File: config.mk
export PLATFORM = sky130hd
export DESIGN_NAME = instr_fetch_unit_flat
export DESIGN_NICKNAME = d
export VERILOG_FILES = /design/src/rtl/instr_fetch_unit_pkg.sv /design/src/rtl/instr_fetch_unit_if.sv /design/src/rtl/instr_fetch_unit_pc_reg.sv /design/src/rtl/instr_fetch_unit.sv /design/src/flat_wrapper.sv
export SDC_FILE = /design/constraint.sdc
export NUM_CORES = 1
export LEC_CHECK = 0
export ABC_CLOCK_PERIOD_IN_PS = 2300
export CORE_MARGIN = 8
export CORE_UTILIZATION = 31
export DETAILED_ROUTE_END_ITERATION = 16
export GPL_TIMING_DRIVEN = 0
export SLEW_MARGIN = 10
export SYNTH_ARGS = -nofsm -noshare
export SYNTH_HDL_FRONTEND = slang
export SYNTH_HIERARCHICAL = 1
export SYNTH_SLANG_ARGS = --single-unit
File: constraint.sdc
create_clock -name clk -period 2.3 [get_ports clk]
set_input_delay 0.345 -clock clk [delete_from_list [all_inputs] [get_ports clk]]
set_output_delay 0.345 -clock clk [all_outputs]
set_load 0.1 [all_outputs]
File: src/rtl/instr_fetch_unit_pkg.sv
// instr_fetch_unit_pkg: shared constants, fetch FSM encoding and alignment helper
package instr_fetch_unit_pkg;
    localparam logic [31:0] NOP_INSTR_DEFAULT = 32'h0000_0013;
    localparam logic [31:0] RESET_PC_DEFAULT  = 32'h0000_0000;
    typedef enum logic [1:0] {
        IDLE  = 2'd0,
        FETCH = 2'd1,
        FLUSH = 2'd2
    } fetch_state_e;
    function automatic logic [31:0] word_align(input logic [31:0] a);
        return {a[31:2], 2'b00};
    endfunction
endpackage

File: src/rtl/instr_fetch_unit_if.sv
// instr_fetch_unit_if: fetch-stage bundle of imem bus, decode hand-off and redirect signals
interface instr_fetch_unit_if;
    logic        Stall;
    logic        PCSrc;
    logic [31:0] PCTarget;
    logic        IMem_Req;
    logic [31:0] IMem_Addr;
    logic        IMem_Ready;
    logic [31:0] IMem_RData;
    logic [31:0] Instr;
    logic [31:0] PC;
    logic [31:0] PCPlus4;
    logic        Instr_Valid;
    logic        Fetch_Misaligned;
    modport master (
        input  Stall, PCSrc, PCTarget, IMem_Ready, IMem_RData,
        output IMem_Req, IMem_Addr, Instr, PC, PCPlus4, Instr_Valid, Fetch_Misaligned
    );
    modport slave (
        output Stall, PCSrc, PCTarget, IMem_Ready, IMem_RData,
        input  IMem_Req, IMem_Addr, Instr, PC, PCPlus4, Instr_Valid, Fetch_Misaligned
    );
endinterface

File: src/rtl/instr_fetch_unit_pc_reg.sv
// instr_fetch_unit_pc_reg: fetch address register with redirect load and +4 advance
module instr_fetch_unit_pc_reg
    import instr_fetch_unit_pkg::*;
#(
    parameter logic [31:0] RESET_PC = RESET_PC_DEFAULT
) (
    input  logic        clk,
    input  logic        rst,
    input  logic        load,
    input  logic [31:0] target,
    input  logic        inc,
    output logic [31:0] pc
);
    logic [31:0] pc_q, pc_d;
    always_comb begin
        pc_d = load ? word_align(target) : inc ? pc_q + 32'd4 : pc_q;
    end
    always_ff @(posedge clk) begin
        if (rst) pc_q <= RESET_PC;
        else     pc_q <= pc_d;
    end
    assign pc = pc_q;
endmodule

File: src/rtl/instr_fetch_unit.sv
// instr_fetch_unit: fetch stage presenting one captured instruction word and its PC to decode
module instr_fetch_unit
    import instr_fetch_unit_pkg::*;
#(
    parameter logic [31:0] RESET_PC  = RESET_PC_DEFAULT,
    parameter logic [31:0] NOP_INSTR = NOP_INSTR_DEFAULT
) (
    input logic                 clk,
    input logic                 rst,
    instr_fetch_unit_if.master  bus
);
    fetch_state_e state_q, state_d;
    logic [31:0]  instr_q, instr_d;
    logic [31:0]  pc_q, pc_d;
    logic         valid_q, valid_d;
    logic         mis_q, mis_d;
    logic [31:0]  fetch_pc;
    logic         req, capture, consume;
    instr_fetch_unit_pc_reg #(.RESET_PC(RESET_PC)) u_pc_reg (
        .clk    (clk),
        .rst    (rst),
        .load   (bus.PCSrc),
        .target (bus.PCTarget),
        .inc    (capture),
        .pc     (fetch_pc)
    );
    // A redirect overrides everything: the same-cycle response and any stall are dropped.
    always_comb begin
        req     = (state_q == FETCH) && !(valid_q && bus.Stall) && !bus.PCSrc;
        capture = req && bus.IMem_Ready;
        consume = valid_q && !bus.Stall;
        state_d = bus.PCSrc ? FLUSH : FETCH;
        valid_d = !bus.PCSrc && (capture || (valid_q && bus.Stall));
        instr_d = bus.PCSrc ? NOP_INSTR : capture ? bus.IMem_RData : consume ? NOP_INSTR : instr_q;
        pc_d    = capture ? fetch_pc : pc_q;
        mis_d   = mis_q || (bus.PCSrc && (bus.PCTarget[1:0] != 2'b00));
    end
    always_ff @(posedge clk) begin
        if (rst) begin
            state_q <= IDLE;
            instr_q <= NOP_INSTR;
            pc_q    <= RESET_PC;
            valid_q <= 1'b0;
            mis_q   <= 1'b0;
        end else begin
            state_q <= state_d;
            instr_q <= instr_d;
            pc_q    <= pc_d;
            valid_q <= valid_d;
            mis_q   <= mis_d;
        end
    end
    assign bus.IMem_Req         = req;
    assign bus.IMem_Addr        = fetch_pc;
    assign bus.Instr            = instr_q;
    assign bus.PC               = pc_q;
    assign bus.PCPlus4          = pc_q + 32'd4;
    assign bus.Instr_Valid      = valid_q;
    assign bus.Fetch_Misaligned = mis_q;
endmodule
File: src/flat_wrapper.sv
// flat-port wrapper written by rule: the top's interface ports become plain ports
module instr_fetch_unit_flat import instr_fetch_unit_pkg::*;
#(
    parameter logic [31:0] RESET_PC  = RESET_PC_DEFAULT,
    parameter logic [31:0] NOP_INSTR = NOP_INSTR_DEFAULT
)
  (clk, rst, bus_Stall, bus_PCSrc, bus_PCTarget, bus_IMem_Ready, bus_IMem_RData, bus_IMem_Req, bus_IMem_Addr, bus_Instr, bus_PC, bus_PCPlus4, bus_Instr_Valid, bus_Fetch_Misaligned);
  instr_fetch_unit_if bus_i ();
  input logic clk;
  input logic rst;
  input wire logic [$bits(bus_i.Stall)-1:0] bus_Stall;
  input wire logic [$bits(bus_i.PCSrc)-1:0] bus_PCSrc;
  input wire logic [$bits(bus_i.PCTarget)-1:0] bus_PCTarget;
  input wire logic [$bits(bus_i.IMem_Ready)-1:0] bus_IMem_Ready;
  input wire logic [$bits(bus_i.IMem_RData)-1:0] bus_IMem_RData;
  output wire logic [$bits(bus_i.IMem_Req)-1:0] bus_IMem_Req;
  output wire logic [$bits(bus_i.IMem_Addr)-1:0] bus_IMem_Addr;
  output wire logic [$bits(bus_i.Instr)-1:0] bus_Instr;
  output wire logic [$bits(bus_i.PC)-1:0] bus_PC;
  output wire logic [$bits(bus_i.PCPlus4)-1:0] bus_PCPlus4;
  output wire logic [$bits(bus_i.Instr_Valid)-1:0] bus_Instr_Valid;
  output wire logic [$bits(bus_i.Fetch_Misaligned)-1:0] bus_Fetch_Misaligned;
  assign bus_i.Stall = bus_Stall;
  assign bus_i.PCSrc = bus_PCSrc;
  assign bus_i.PCTarget = bus_PCTarget;
  assign bus_i.IMem_Ready = bus_IMem_Ready;
  assign bus_i.IMem_RData = bus_IMem_RData;
  assign bus_IMem_Req = bus_i.IMem_Req;
  assign bus_IMem_Addr = bus_i.IMem_Addr;
  assign bus_Instr = bus_i.Instr;
  assign bus_PC = bus_i.PC;
  assign bus_PCPlus4 = bus_i.PCPlus4;
  assign bus_Instr_Valid = bus_i.Instr_Valid;
  assign bus_Fetch_Misaligned = bus_i.Fetch_Misaligned;
  instr_fetch_unit #(.RESET_PC(RESET_PC), .NOP_INSTR(NOP_INSTR)) u_core (.clk(clk), .rst(rst), .bus(bus_i));
endmodule
==> out/results.txt <==
Placer Congestion: 0.863
Num rows: 46
Drt first-iter violations: 426
Outcome: finished, violations left
Design area: 8490 um2
Fillcell total: 1486
Synthesized cell area: 4910 um2
Maximum clock insertion buffer count: 2
Synth Area per Inst: 7.67 um2
Fin crit share: 102%
Tmin final: 2.35 ns
Clk Latency, worst-skew pair: 0.34 ns
Syn. warnings: 6
Core outline area: 15700 um2
Total gr overflow: 0
Final Skew: 0.00742 ns
VDD IR max: 361 uV
Clk pwr share: 37.5%
Final WL: 19800 um
Avg Vias per Cell: 5.15
Antenna-violating nets left: 0
Register area share after synthesis: 40.0%
Synth Instances: 640
Failing checks: setup timing
Drt pass-1 iters: 5
Adder-cell share of the synthesized area: 0.510%
Synth async-reset ratio: 0%
Power Internal: 2.91 mW
Starting Density: 31.4%
TritonCTS clock tree: yes
Yosys reg bits: 98
Number of I/O port buffers: 196
Synth Area in Simple Gates: 32.7%
Fmax achieved: 425 MHz
Hold path startpoint: rst
Largest family of logic cells by synthesized area: simple AND/OR/NAND/NOR gates
Fin. Hold Viols: 0
Htree depth: 3
Tot GR Track Use: 18.8%
XOR/XNOR Fraction of Synth Area: 6.96%
Clock Pin Slew Worst Setup and Hold Paths: 0.07 ns
Max transition margin: 31.5%
First-pass GRT wire length: 29800 um
Yosys top cell area share: 40.0%
Diode count: 0
Sequential share of power: 43.1%
Cell taking the most area after synthesis: dfxtp_1
Remaining DRCs: 0
Unrepaired setup endpoints after global routing: yes
Clock Sinks: 98
Most instantiated library cell after synthesis: nand2_1
Max Cap Violations: 0
Final Setup Violations: 2
HPWL Detailed: 15300 um
Die Ht: 142 um
CP max FO: 3
Final slew viol count: 0
Synth unique cells: 54
Critical path arrival: 2.01 ns
PwrDens: 496 nW/um2
Largest net degree at the start of global routing: 17
WS Path Type: register to output port
Die width: 142 um
Final net count: 946
Area added between synthesis and finish: 72.9%
Mux cell area share after synthesis: 0.204%
Synth Area in Compound Gates: 14.4%
Required @ worst endpoint: 1.96 ns
Crit. End Element: output port
Hold Path Sink: u_core/state_q[1]
Commonest cells post-synth: 125 x nand2_1, 98 x dfxtp_1, 76 x a21oi_1, 52 x nand3_1, 37 x nor2_1
Worst setup SP type: register
Routed len/inst: 18.0 um
Via count: 5639
DIE AREA: 20100 um2
Switching Fraction: 30.9%
Area after DPL: 7770 um2
Placed Cells: 1053
Top Ports: 200
Final TNS setup: -0.0697 ns
R2r worst-path depth: 5
LEAKAGE: 3.22 nW
Post-Layout Cell Count: 1095
Reg2reg end: u_core/u_pc_reg/pc[23]
Root Buffer: clkbuf_16
Tightest Pin Transition: 1.03 ns
Initial antenna violation count: 0
Combinational Power Share: 19.5%
Count of flip-flops with a built-in enable after synthesis: 0
Overall power: 4.21 mW
Hold Crit Class: primary input to register
Dominant synthesized flop cell: dfxtp_1
TritonCTS buffer count: 9
Synth top area cells: dfxtp_1 40%, nand2_1 9.6%, a21oi_1 7.7%
Reg2reg setup slack: 0.18 ns
Layout cells sized above 1: 22.3%
Hold path depth: 2
Fin worst setup slack: -0.0538 ns
Switching power: 1.30 mW
Vias in the first global route: 5381
Reg2reg start: u_core/u_pc_reg/pc[16]
-- layout make-up --
class	count	area [um2]	share of cell area (%)
multi-input combinational	485	3280	38.7
clock buffer	12	268	3.15
inverter	14	52.6	0.619
clock inverter	3	46.3	0.545
buffer	45	221	2.61
sequential	98	2090	24.6
timing repair buffer	222	2250	26.6
tap	216	270	3.18
-- how the worst max path moves through the flow --
stage / endpoint / startpoint
3_3_place_gp: u_core/u_pc_reg/pc[16] / bus_PCSrc
4_1_cts: bus_PCPlus4[20] / u_core/bus.PC[2]
2_1_floorplan: bus_PCPlus4[20] / u_core/bus.PC[2]
5_1_grt: bus_PCPlus4[20] / u_core/bus.PC[2]
6_report: bus_PCPlus4[20] / u_core/bus.PC[3]
3_5_place_dp: u_core/u_pc_reg/pc[16] / bus_PCSrc
-- cells in the final DEF (no fill, tap or decap), types with 27 or more instances in the layout --
cell type,synthesis,layout
buf_4,5,34
dfxtp_4,0,28
dfxtp_1,98,50
nand2_1,125,122
nor2_1,37,33
nand3_1,52,50
dlygate4sd2_1,0,27
clkdlybuf4s50_1,0,135
a21oi_1,76,76
nand4_1,32,32
-- worst max-delay path, cell delays in order, from the launching register on --
cell and delay, ns:
dfxtp_4 0.37, ha_4 0.13, nand4_1 0.11, nor2_2 0.15
or4b_4 0.52, xnor2_4 0.20, buf_12 0.19
-- per-layer routing --
metal	vias up	part of all wire (%)	track usage, %
met5	-	0	0
met2	203	50	31.5
met4	0	2.0	6.95
met1	2670	43	23.6
met3	23	5.3	3.23
li1	2743	-	-
-- what timing repair did --
item	CTS	global route
cloned	1	1
setup buffers	5	20
pin swaps	18	21
resized for setup	233	40
hold buffers	0	0
setup endpoints to repair	73	39
-- power groups by stage --
stage | clock network (mW) | registers [mW] | logic, mW
after floorplan | 0 | 2.15 | 0.219
after global placement | 0 | 1.85 | 0.816
after detailed placement | 0 | 1.85 | 0.820
after CTS | 1.62 | 1.81 | 0.812
after global routing | 1.67 | 1.82 | 0.853
final | 1.58 | 1.81 | 0.819
-- metrics by stage --
step	hold slack, ns	worst slack [ns]	utilization (%)
global placement	0.434	-0.790	49.6
detailed placement	0.445	-0.821	49.6
finish	0.405	-0.0538	54.2
global route	0.427	-0.164	54.2
CTS	0.393	-0.0851	52.7
floorplan	0.473	-0.209	-
-- state kept, by name, indices dropped and copies added, names as in the netlist --
| name | cells |
|---|---|
| u_core/bus.Fetch_Misaligned | 1 |
| u_core/bus.Instr_Valid | 1 |
| u_core/bus.Instr | 32 |
| u_core/bus.PC | 32 |
| u_core/u_pc_reg/pc | 30 |
| u_core/state_q | 2 |
-- kinds of logic after synthesis --
family | count (synthesis)
XOR/XNOR | 39
other | 1
adder cells (fa/ha/maj) | 2
multiplexers | 1
AO/OA/AOI/OAI | 120
AND/OR/NAND/NOR | 320
buffers and inverters | 59
flip-flops | 98
Power figures use the tool's default switching activity.
